`config.mk`:
```
export PLATFORM = sky130hd
export DESIGN_NAME = fm0_tx_encoder
export DESIGN_NICKNAME = d
export VERILOG_FILES = /design/src/rtl/fm0_tx_encoder.sv
export SDC_FILE = /design/constraint.sdc
export NUM_CORES = 1
export LEC_CHECK = 0
export CORE_AREA = 3 3 68 70
export CTS_CLUSTER_SIZE = 30
export DETAILED_ROUTE_END_ITERATION = 6
export DIE_AREA = 0 0 71 73
export PLACE_DENSITY = 0.85
export SYNTH_ARGS = -nofsm -noshare
export SYNTH_HDL_FRONTEND = slang
export SYNTH_SLANG_ARGS = --single-unit
```
`constraint.sdc`:
```
create_clock -name clk -period 2.62 [get_ports clk]
set_input_delay 0.393 -clock clk [delete_from_list [all_inputs] [get_ports clk]]
set_output_delay 0.393 -clock clk [all_outputs]
set_load 0.01 [all_outputs]
```
`src/rtl/fm0_tx_encoder.sv`:
```
// -----------------------------------------------------------------------------
// fm0_tx_encoder
// Backscatter reply encoder. It pulls data bits from a bit-serial source,
// prepends an optional 12-bit pilot tone and the FM0 preamble, appends the
// dummy-1 terminator and drives the FM0 modulator line.
//
// Parameters
//   HALF_DIV : clk cycles per FM0 half-bit (2..255)
//   MAX_BITS : data-bit limit before the reply is forcibly terminated
//
// Ports
//   clk      : system clock, rising edge
//   reset_n  : asynchronous active-low reset
//   start    : one-cycle reply request, ignored while busy
//   trext    : pilot-tone request, captured together with start
//   bitin    : current data bit from the source
//   bitdone  : high while bitin is the last data bit
//   bitclk   : one-cycle advance pulse to the source
//   txout    : FM0 modulator drive
//   busy     : reply in progress (through the done cycle)
//   done     : one-cycle end-of-reply pulse
//   overrun  : with done, when the reply hit MAX_BITS
// -----------------------------------------------------------------------------
module fm0_tx_encoder #(
    parameter int HALF_DIV = 4,
    parameter int MAX_BITS = 128
) (
    input  logic clk,
    input  logic reset_n,
    input  logic start,
    input  logic trext,
    input  logic bitin,
    input  logic bitdone,
    output logic bitclk,
    output logic txout,
    output logic busy,
    output logic done,
    output logic overrun
);

    typedef enum logic [2:0] {
        IDLE     = 3'd0,
        PRIME    = 3'd1,
        PILOT    = 3'd2,
        PREAMBLE = 3'd3,
        DATA     = 3'd4,
        DUMMY    = 3'd5,
        FINISH   = 3'd6
    } state_t;

    localparam logic [7:0]  HALF_END     = 8'(HALF_DIV - 1);
    localparam logic [7:0]  BIT_LIMIT    = 8'(MAX_BITS);
    // Preamble half-bits, first half in the MSB ("1 0 1 0 v 1").
    localparam logic [11:0] PREAMBLE_PAT = 12'b1101_0010_0011;

    // Half-bit level of the preamble at position idx (0 = first half).
    function automatic logic preamble_half(input logic [3:0] idx);
        logic [11:0] shifted;
        shifted = PREAMBLE_PAT << idx;
        return shifted[11];
    endfunction

    state_t      state_r;
    logic [7:0]  timer_r;
    logic [4:0]  half_idx_r;
    logic        level_r;
    logic        txout_r;
    logic        bitclk_r;
    logic        busy_r;
    logic        done_r;
    logic        overrun_r;
    logic        trext_r;
    logic        bit_r;
    logic        last_r;
    logic        ovf_flag_r;
    logic [7:0]  bit_cnt_r;

    logic        half_end_s;
    logic        bit_limit_s;
    logic [7:0]  bit_cnt_inc_s;
    logic        pre_next_s;

    assign half_end_s    = (timer_r == HALF_END);
    assign bit_limit_s   = (bit_cnt_r >= BIT_LIMIT);
    assign bit_cnt_inc_s = (bit_cnt_r == 8'hFF) ? 8'hFF : (bit_cnt_r + 8'd1);
    assign pre_next_s    = preamble_half(half_idx_r[3:0] + 4'd1);

    assign bitclk  = bitclk_r;
    assign txout   = txout_r;
    assign busy    = busy_r;
    assign done    = done_r;
    assign overrun = overrun_r;

    // Reply sequencer: state, half-bit timing, level tracking and all outputs.
    always_ff @(posedge clk or negedge reset_n) begin
        if (!reset_n) begin
            state_r    <= IDLE;
            timer_r    <= 8'd0;
            half_idx_r <= 5'd0;
            level_r    <= 1'b0;
            txout_r    <= 1'b0;
            bitclk_r   <= 1'b0;
            busy_r     <= 1'b0;
            done_r     <= 1'b0;
            overrun_r  <= 1'b0;
            trext_r    <= 1'b0;
            bit_r      <= 1'b0;
            last_r     <= 1'b0;
            ovf_flag_r <= 1'b0;
            bit_cnt_r  <= 8'd0;
        end else begin
            bitclk_r  <= 1'b0;
            done_r    <= 1'b0;
            overrun_r <= 1'b0;
            case (state_r)
                IDLE: begin
                    txout_r <= 1'b0;
                    busy_r  <= 1'b0;
                    if (start) begin
                        trext_r    <= trext;
                        bitclk_r   <= 1'b1;
                        busy_r     <= 1'b1;
                        bit_cnt_r  <= 8'd0;
                        ovf_flag_r <= 1'b0;
                        state_r    <= PRIME;
                    end else begin
                        state_r <= IDLE;
                    end
                end
                PRIME: begin
                    // Both the pilot and the preamble open with a high half-bit.
                    timer_r    <= 8'd0;
                    half_idx_r <= 5'd0;
                    level_r    <= 1'b1;
                    txout_r    <= 1'b1;
                    state_r    <= trext_r ? PILOT : PREAMBLE;
                end
                PILOT: begin
                    if (half_end_s) begin
                        timer_r <= 8'd0;
                        if (half_idx_r == 5'd23) begin
                            half_idx_r <= 5'd0;
                            level_r    <= 1'b1;
                            txout_r    <= 1'b1;
                            state_r    <= PREAMBLE;
                        end else begin
                            half_idx_r <= half_idx_r + 5'd1;
                            level_r    <= ~level_r;
                            txout_r    <= ~level_r;
                        end
                    end else begin
                        timer_r <= timer_r + 8'd1;
                    end
                end
                PREAMBLE: begin
                    if (half_end_s) begin
                        timer_r <= 8'd0;
                        if (half_idx_r == 5'd11) begin
                            // First data bit: sample the source on this edge.
                            bit_r      <= bitin;
                            last_r     <= bitdone;
                            bitclk_r   <= ~bitdone;
                            bit_cnt_r  <= bit_cnt_inc_s;
                            half_idx_r <= 5'd0;
                            level_r    <= ~level_r;
                            txout_r    <= ~level_r;
                            state_r    <= DATA;
                        end else begin
                            half_idx_r <= half_idx_r + 5'd1;
                            level_r    <= pre_next_s;
                            txout_r    <= pre_next_s;
                        end
                    end else begin
                        timer_r <= timer_r + 8'd1;
                    end
                end
                DATA: begin
                    if (half_end_s) begin
                        timer_r <= 8'd0;
                        if (!half_idx_r[0]) begin
                            // Mid-bit: a 0 toggles, a 1 holds.
                            half_idx_r <= 5'd1;
                            level_r    <= bit_r ? level_r : ~level_r;
                            txout_r    <= bit_r ? level_r : ~level_r;
                        end else if (last_r || bit_limit_s) begin
                            ovf_flag_r <= ~last_r;
                            half_idx_r <= 5'd0;
                            level_r    <= ~level_r;
                            txout_r    <= ~level_r;
                            state_r    <= DUMMY;
                        end else begin
                            bit_r      <= bitin;
                            last_r     <= bitdone;
                            bitclk_r   <= ~bitdone;
                            bit_cnt_r  <= bit_cnt_inc_s;
                            half_idx_r <= 5'd0;
                            level_r    <= ~level_r;
                            txout_r    <= ~level_r;
                        end
                    end else begin
                        timer_r <= timer_r + 8'd1;
                    end
                end
                DUMMY: begin
                    if (half_end_s) begin
                        timer_r <= 8'd0;
                        if (!half_idx_r[0]) begin
                            // Dummy bit is a 1: second half holds the level.
                            half_idx_r <= 5'd1;
                        end else begin
                            half_idx_r <= 5'd0;
                            txout_r    <= 1'b0;
                            done_r     <= 1'b1;
                            overrun_r  <= ovf_flag_r;
                            state_r    <= FINISH;
                        end
                    end else begin
                        timer_r <= timer_r + 8'd1;
                    end
                end
                FINISH: begin
                    timer_r    <= 8'd0;
                    txout_r    <= 1'b0;
                    level_r    <= 1'b0;
                    busy_r     <= 1'b0;
                    ovf_flag_r <= 1'b0;
                    state_r    <= IDLE;
                end
                default: begin
                    txout_r <= 1'b0;
                    busy_r  <= 1'b0;
                    state_r <= IDLE;
                end
            endcase
        end
    end

endmodule

```
==> summary.txt, run 1 <==
Floorplan
  • Die height: 73 µm
  • Die width: 71 µm
  • Initial core utilization: 56.5%
  • Die area: between 0.005 and 0.006 mm²
  • Placeable core area: 0.00403 mm²
  • Row count: 23
  • I/O pins: 11

Layout
  • Most frequent cells in the layout: dfrtp_1, nor2_1, nand2_1
  • Commonest non-fill, non-tap cell in the layout: dfrtp_1
  • N_diodes: 0
  • Share of cells above drive strength 1: under 10%
  • Synth-to-Final Area Change: 12.1%
  • Cell area after layout: 0.00255 mm²
  • Nets: roughly 300
  • Fillcell total: 341

Yosys
  • Fraction of the yosys area taken by sequential cells: between 30 and 40%
  • Cell type with the largest total area after synthesis: dfrtp_1
  • Share of the synthesized area in the top cell type: 37.4%
  • Syn_nets: 283
  • Post-Syn Area: 0.00228 mm²
  • Ys async rst share: 100%
  • Synth Flop Type: dfrtp_1
  • Netlist cell types: 56
  • Synthesized area per cell: 8.49 µm²
  • Post-synth EDFFs: 0
  • Synth Instances: 268
  • Synth Register Bits: 34
  • Synth area leaders: dfrtp_1, nor2_1, ha_1
  • Yosys warns: 0

Power and ir drop
  • Pwr dens: 400 mW/mm²
  • Net switching fraction of the power: 19.5%
  • Clock power frac: 45.8%
  • Logic pwr share: about 2.5%
  • Net Switching: between 0.15 and 0.2 mW
  • Leak pwr: 1.10 nW
  • Cell Int Power: around 0.8 mW
  • Seq pwr share: 51.7%
  • Peak supply drop: 0.384 mV

STA
  • Setup Skew: roughly 3.4 ps
  • Achievable frequency: 422 MHz
  • Final worst path period need: approximately 2400 ps
  • Final Max Slew Viols: 0
  • Final Setup Violations: 0
  • Actual slew at the worst max-slew pin: 712 ps
  • Relative slew slack: 52.5%
  • Post-route setup TNS: 0 ps
  • Period utilization: 90.5%
  • Hold Violations, Final: 0
  • PnR worst setup slack: 250 ps
  • Unrepaired setup endpoints after global routing: false
  • Hold slack final: ~500 ps

Clock tree
  • Post-CTS setup buffer count: 0
  • CTS sink cnt: 34
  • CTS Hold Bufs: 0
  • CTS H-tree lvls: 2
  • Clk pin slew, worst setup/hold paths: ~70 ps
  • CTS tree: yes
  • Root buffer cell: clkbuf_8
  • CTS max path bufs: 2
  • Num CTS Buffers: 5
  • Resized Gates After CTS: 0
  • Worst-Skew Late Latency: approximately 280 ps

Global routing
  • Met3 Usage GRT: 4.41%
  • Grt ovf: 0
  • Largest net degree at the start of global routing: 35
  • Vias in the first global route: 1811
  • GR Util met2: 31.9%
  • First-pass GRT wire length: 8.47 mm
  • M1 GR Usage: 28.7%
  • GRT Overall Usage: 20.3%
  • Initial antenna violation count: 0
  • Busiest grt layer: met2

Placement
  • Placed cell area: 0.00244 mm²
  • Post-placement setup slack: 286 ps
  • Number of port buffers: 10
  • Dpl hpwl: 3.57 mm
  • Routability cong.: 0.847

Setup path
  • Critical-path top delay cell: or3b_2
  • Cells along the critical path: ha_1 > or3b_2 > nor2_1 > o21ai_2 > or3_1 > o41ai_1
  • Largest stage delay on the critical path: 530 ps
  • WP data required: 2790 ps
  • CP bufs+invs: 0
  • Top Family by Delay on Critical Path: simple AND/OR/NAND/NOR gates
  • Worst setup EP type: flop
  • Worst Path Arrival: 2540 ps
  • Critical Path Source Type: flop
  • Worst-path maximum fanout: 9
  • Crit Path Category: flop to flop

Route
  • Post-DRT Antenna Nets: 0
  • WL/cell: 14.8 µm
  • DRT iter0 DRCs: 209
  • Vias: roughly 2.0k
  • Post-Route WL: 4.89 mm
  • Detailed Routing Iterations Pass 1: 7
  • Via density: 6.17
  • DR DRC count: 0

Worst hold path
  • Worst Hold Class: flop to flop

Job
  • Maxcap violations: 0

Status
  • Status: finished clean
## kinds of logic after synthesis
| kind of cell | Yosys count | share of synthesized area (%) |
|---|---|---|
| multiplexers | 4 | 1.81 |
| buffers and inverters | 29 | 5.17 |
| adder cells (fa/ha/maj) | 9 | 4.95 |
| XOR/XNOR | 8 | 3.08 |
| AO/OA/AOI/OAI | 78 | 23.7 |
| flip-flops | 34 | 37.4 |
| AND/OR/NAND/NOR | 106 | 23.9 |
## worst paths after layout
check                                       start                        end  slack (ps)  cells after the start
min                        ovf_flag_r$_DFFE_PN0P_          overrun$_DFF_PN0_         500                      1
max                        timer_r[0]$_DFFE_PN0P_  half_idx_r[2]$_DFFE_PN0P_         250                      6
min in group asynchronous                 reset_n  half_idx_r[1]$_DFFE_PN0P_         510                      2
max reg2reg                timer_r[0]$_DFFE_PN0P_  half_idx_r[2]$_DFFE_PN0P_         250                      6
min reg2reg                ovf_flag_r$_DFFE_PN0P_          overrun$_DFF_PN0_         500                      1
max in group asynchronous                 reset_n  half_idx_r[4]$_DFFE_PN0P_        1810                      2
## Yosys cell counts, drive strengths merged (4+ instances only)
| library cell | instances |
|---|---|
| nor2 | 31 |
| inv | 15 |
| o22ai | 5 |
| nand3 | 11 |
| clkbuf | 10 |
| a21oi | 22 |
| dfrtp | 34 |
| xor2 | 5 |
| a31oi | 5 |
| buf | 4 |
| ha | 9 |
| a211oi | 4 |
| o21ai | 14 |
| nor3 | 7 |
| nand2 | 24 |
| and3 | 4 |
| nand2b | 6 |
## per-layer routing
layer,up-vias,share of wire [%]
li1,992,-
met1,982,45
met2,63,47
met3,6,6.3
met4,0,1.0
met5,-,0
## flip-flops by register name, summed over array words and instances (netlist names)
register	cells
done	1
state_r	3
bit_r	1
overrun	1
trext_r	1
last_r	1
ovf_flag_r	1
bitclk	1
txout	1
busy	1
half_idx_r	5
timer_r	8
bit_cnt_r	8
level_r	1
## area by class of cell
type | instances | area (µm²) | area share [%]
multi-input combinational | 205 | 1310 | 51.3
sequential | 34 | 851 | 33.3
clock buffer | 7 | 76.3 | 2.99
tap | 50 | 62.6 | 2.45
timing repair buffer | 19 | 168 | 6.57
inverter | 15 | 56.3 | 2.21
clock inverter | 1 | 30.0 | 1.18
## worst register-to-register path, stage by stage, from the launching register on
cell and delay (ps):
dfrtp_1 420, ha_1 220, or3b_2 530, nor2_1 290, o21ai_2 180, or3_1 360
o41ai_1 260
## power groups by stage
stage,combinational [mW],clock [mW],sequential (mW)
2_1_floorplan,0.00429,0,0.539
3_3_place_gp,0.0259,0,0.538
4_1_cts,0.0265,0.476,0.528
5_1_grt,0.0288,0.496,0.528
3_5_place_dp,0.0265,0,0.538
6_report,0.0253,0.468,0.529
## stage by stage
| step | cells | utilization (%) | power [mW] |
|---|---|---|---|
| floorplan | 268 | - | 0.543 |
| global route | 331 | 63.3 | 1.05 |
| detailed placement | 323 | 60.7 | 0.565 |
| CTS | 331 | 63.3 | 1.03 |
| global placement | 323 | 60.7 | 0.564 |
| finish | 331 | 63.3 | 1.02 |
No activity file was read; power rests on OpenSTA's default activity.
==> inputs of run 2 (changes only) <==
PLACE_DENSITY = 0.77   (was 0.85)
clock period = 3 ns   (was 2.62 ns; I/O delays follow)
==> summary.txt, run 2 (synthesis gave the netlist of run 1 again) <==
Global routing
  • GRT Overall Usage: 20.1% (was 20.3%)
  • Initial antenna violation count: 0 (unchanged)
  • First-pass GRT wire length: 8.31 mm (was 8.47 mm)
  • Vias in the first global route: 1803 (was 1811)
  • Largest net degree at the start of global routing: 35 (unchanged)
  • Grt ovf: 0 (unchanged)

Route
  • Vias: 1965 (was 2043)
  • WL/cell: 14.9 µm (was 14.8 µm)
  • DR DRC count: 0 (unchanged)
  • Detailed Routing Iterations Pass 1: 4 (was 7)
  • Via density: 6.03 (was 6.17)
  • Post-Route WL: 4.85 mm (was 4.89 mm)
  • DRT iter0 DRCs: 131 (was 209)
  • Post-DRT Antenna Nets: 0 (unchanged)

STA
  • Final Max Slew Viols: 0 (unchanged)
  • Relative slew slack: 54.6% (was 52.5%)
  • Unrepaired setup endpoints after global routing: false (unchanged)
  • Setup Skew: 1.67 ps (was 3.44 ps)
  • Actual slew at the worst max-slew pin: 681 ps (was 712 ps)
  • Post-route setup TNS: 0 ps (unchanged)
  • Period utilization: 80.5% (was 90.5%)
  • Final Setup Violations: 0 (unchanged)
  • Hold Violations, Final: 0 (unchanged)
  • Final worst path period need: 2420 ps (was 2370 ps)
  • Achievable frequency: 414 MHz (was 422 MHz)

Floorplan
  • Placeable core area: 0.00403 mm² (unchanged)
  • Row count: 23 (unchanged)
  • Die height: 73 µm (unchanged)
  • Die width: 71 µm (unchanged)
  • Initial core utilization: 56.5% (unchanged)
  • Die area: 0.00518 mm² (unchanged)
  • I/O pins: 11 (unchanged)

Status
  • Status: finished clean (unchanged)

Layout
  • N_diodes: 0 (unchanged)
  • Synth-to-Final Area Change: 9.79% (was 12.1%)
  • Share of cells above drive strength 1: 8.70% (was 9.96%)
  • Commonest non-fill, non-tap cell in the layout: dfrtp_1 (unchanged)
  • Nets: 290 (was 295)
  • Final core utilization: 62.0% (was 63.3%)
  • Most frequent cells in the layout: dfrtp_1, nor2_1, nand2_1 (unchanged)
  • Top Registers: bit_cnt_r (8), timer_r (8), half_idx_r (5) (unchanged)

Setup path
  • RR Endpoint: bit_cnt_r[7]$_DFFE_PN0P_ (was half_idx_r[2]$_DFFE_PN0P_)
  • CP Launch Point: half_idx_r[0]$_DFFE_PN0P_ (was timer_r[0]$_DFFE_PN0P_)
  • WP data required: 3230 ps (was 2790 ps)
  • Reg2reg path depth: 6 (unchanged)
  • Worst setup EP type: flop (unchanged)
  • CP endpoint: bit_cnt_r[7]$_DFFE_PN0P_ (was half_idx_r[2]$_DFFE_PN0P_)
  • Crit Path Category: flop to flop (unchanged)
  • Worst Path Arrival: 2640 ps (was 2540 ps)
  • Critical Path Source Type: flop (unchanged)
  • R2R Path Start: half_idx_r[0]$_DFFE_PN0P_ (was timer_r[0]$_DFFE_PN0P_)
  • Reg2Reg Setup Slack: 580 ps (was 250 ps)
  • Worst-path maximum fanout: 13 (was 9)

Clock tree
  • Root buffer cell: clkbuf_8 (unchanged)
  • Num CTS Buffers: 5 (unchanged)
  • Worst-Skew Late Latency: 290 ps (was 280 ps)
  • CTS tree: yes (unchanged)
  • CTS Hold Bufs: 0 (unchanged)
  • CTS max path bufs: 2 (unchanged)
  • Resized Gates After CTS: 0 (unchanged)
  • Clk pin slew, worst setup/hold paths: 70 ps (about the same)
  • CTS sink cnt: 34 (unchanged)
  • CTS H-tree lvls: 2 (unchanged)
  • Post-CTS setup buffer count: 0 (unchanged)

Placement
  • Number of port buffers: 10 (unchanged)
  • Routability cong.: 0.896 (was 0.847)
  • Dpl hpwl: 3.46 mm (was 3.57 mm)

Power and ir drop
  • Peak supply drop: 0.236 mV (was 0.384 mV)
  • Logic pwr share: 2.7% (was 2.5%)
  • Leak pwr: 1.07 nW (was 1.10 nW)
  • Cell Int Power: 0.655 mW (was 0.823 mW)
  • Clock power frac: 42.1% (was 45.8%)
  • Seq pwr share: 55.2% (was 51.7%)
  • Net Switching: 0.181 mW (was 0.199 mW)
  • Pwr dens: 335 mW/mm² (was 400 mW/mm²)
  • Net switching fraction of the power: 21.7% (was 19.5%)

Worst hold path
  • Worst Hold Class: flop to flop (unchanged)
  • Hold Crit Start: bit_r$_DFFE_PN0P_ (was ovf_flag_r$_DFFE_PN0P_)
  • Hold Path Depth: 2 (was 1)

Job
  • Maxcap violations: 0 (unchanged)
-- run 2: area by class of cell --
class                           instances  area [µm²]
Tap cell                               50        62.6
Fill cell                             359        1530
Timing Repair Buffer                   14         130
Clock buffer                            7        86.3
Inverter                               15        56.3
Sequential cell                        34         851
Clock inverter                          1        5.00
Multi-Input combinational cell        205        1310
-- run 2: power groups by stage --
stage / Clock, mW / Sequential (mW) / Combinational, mW
2_1_floorplan: 0 / 0.470 / 0.00375
4_1_cts: 0.358 / 0.462 / 0.0237
5_1_grt: 0.379 / 0.461 / 0.0258
6_report: 0.352 / 0.462 / 0.0227
3_5_place_dp: 0 / 0.470 / 0.0239
3_3_place_gp: 0 / 0.470 / 0.0234
-- run 2: worst min path at each step --
stage / end
finish: bit_r$_DFFE_PN0P_
detailed placement: bit_r$_DFFE_PN0P_
global route: trext_r$_DFFE_PN0P_
global placement: overrun$_DFF_PN0_
CTS: bit_r$_DFFE_PN0P_
floorplan: bit_cnt_r[0]$_DFFE_PN0P_
-- run 2: metal layers --
metal	part of all wire (%)	GRT usage (%)	vias to the layer above	wire, µm
li1	-	-	984	-
met1	50	29.0	924	2420
met2	44	30.2	50	2120
met3	5.2	4.13	7	253
met4	1.3	6.68	0	63
met5	0	0	-	0
-- run 2: critical path, cell delays in order (launching register included) --
cell and delay [ps]:
dfrtp_1 550, ha_1 420, nor4bb_1 380, mux2i_1 170, a211o_1 450, nor3_2 230
o22a_1 150
-- run 2: per-stage QoR --
| stage | cells | power (mW) | setup WS, ps | hold slack (ps) | cell area (µm²) |
|---|---|---|---|---|---|
| final | 326 | 0.836 | 584 | 501 | 2500 |
| after global routing | 326 | 0.867 | 401 | 528 | 2500 |
| after CTS | 326 | 0.844 | 586 | 511 | 2500 |
| after detailed placement | 318 | 0.494 | 613 | 495 | 2410 |
| after global placement | 318 | 0.494 | 709 | 471 | 2410 |
| after floorplan | 268 | 0.474 | 778 | 154 | 2280 |
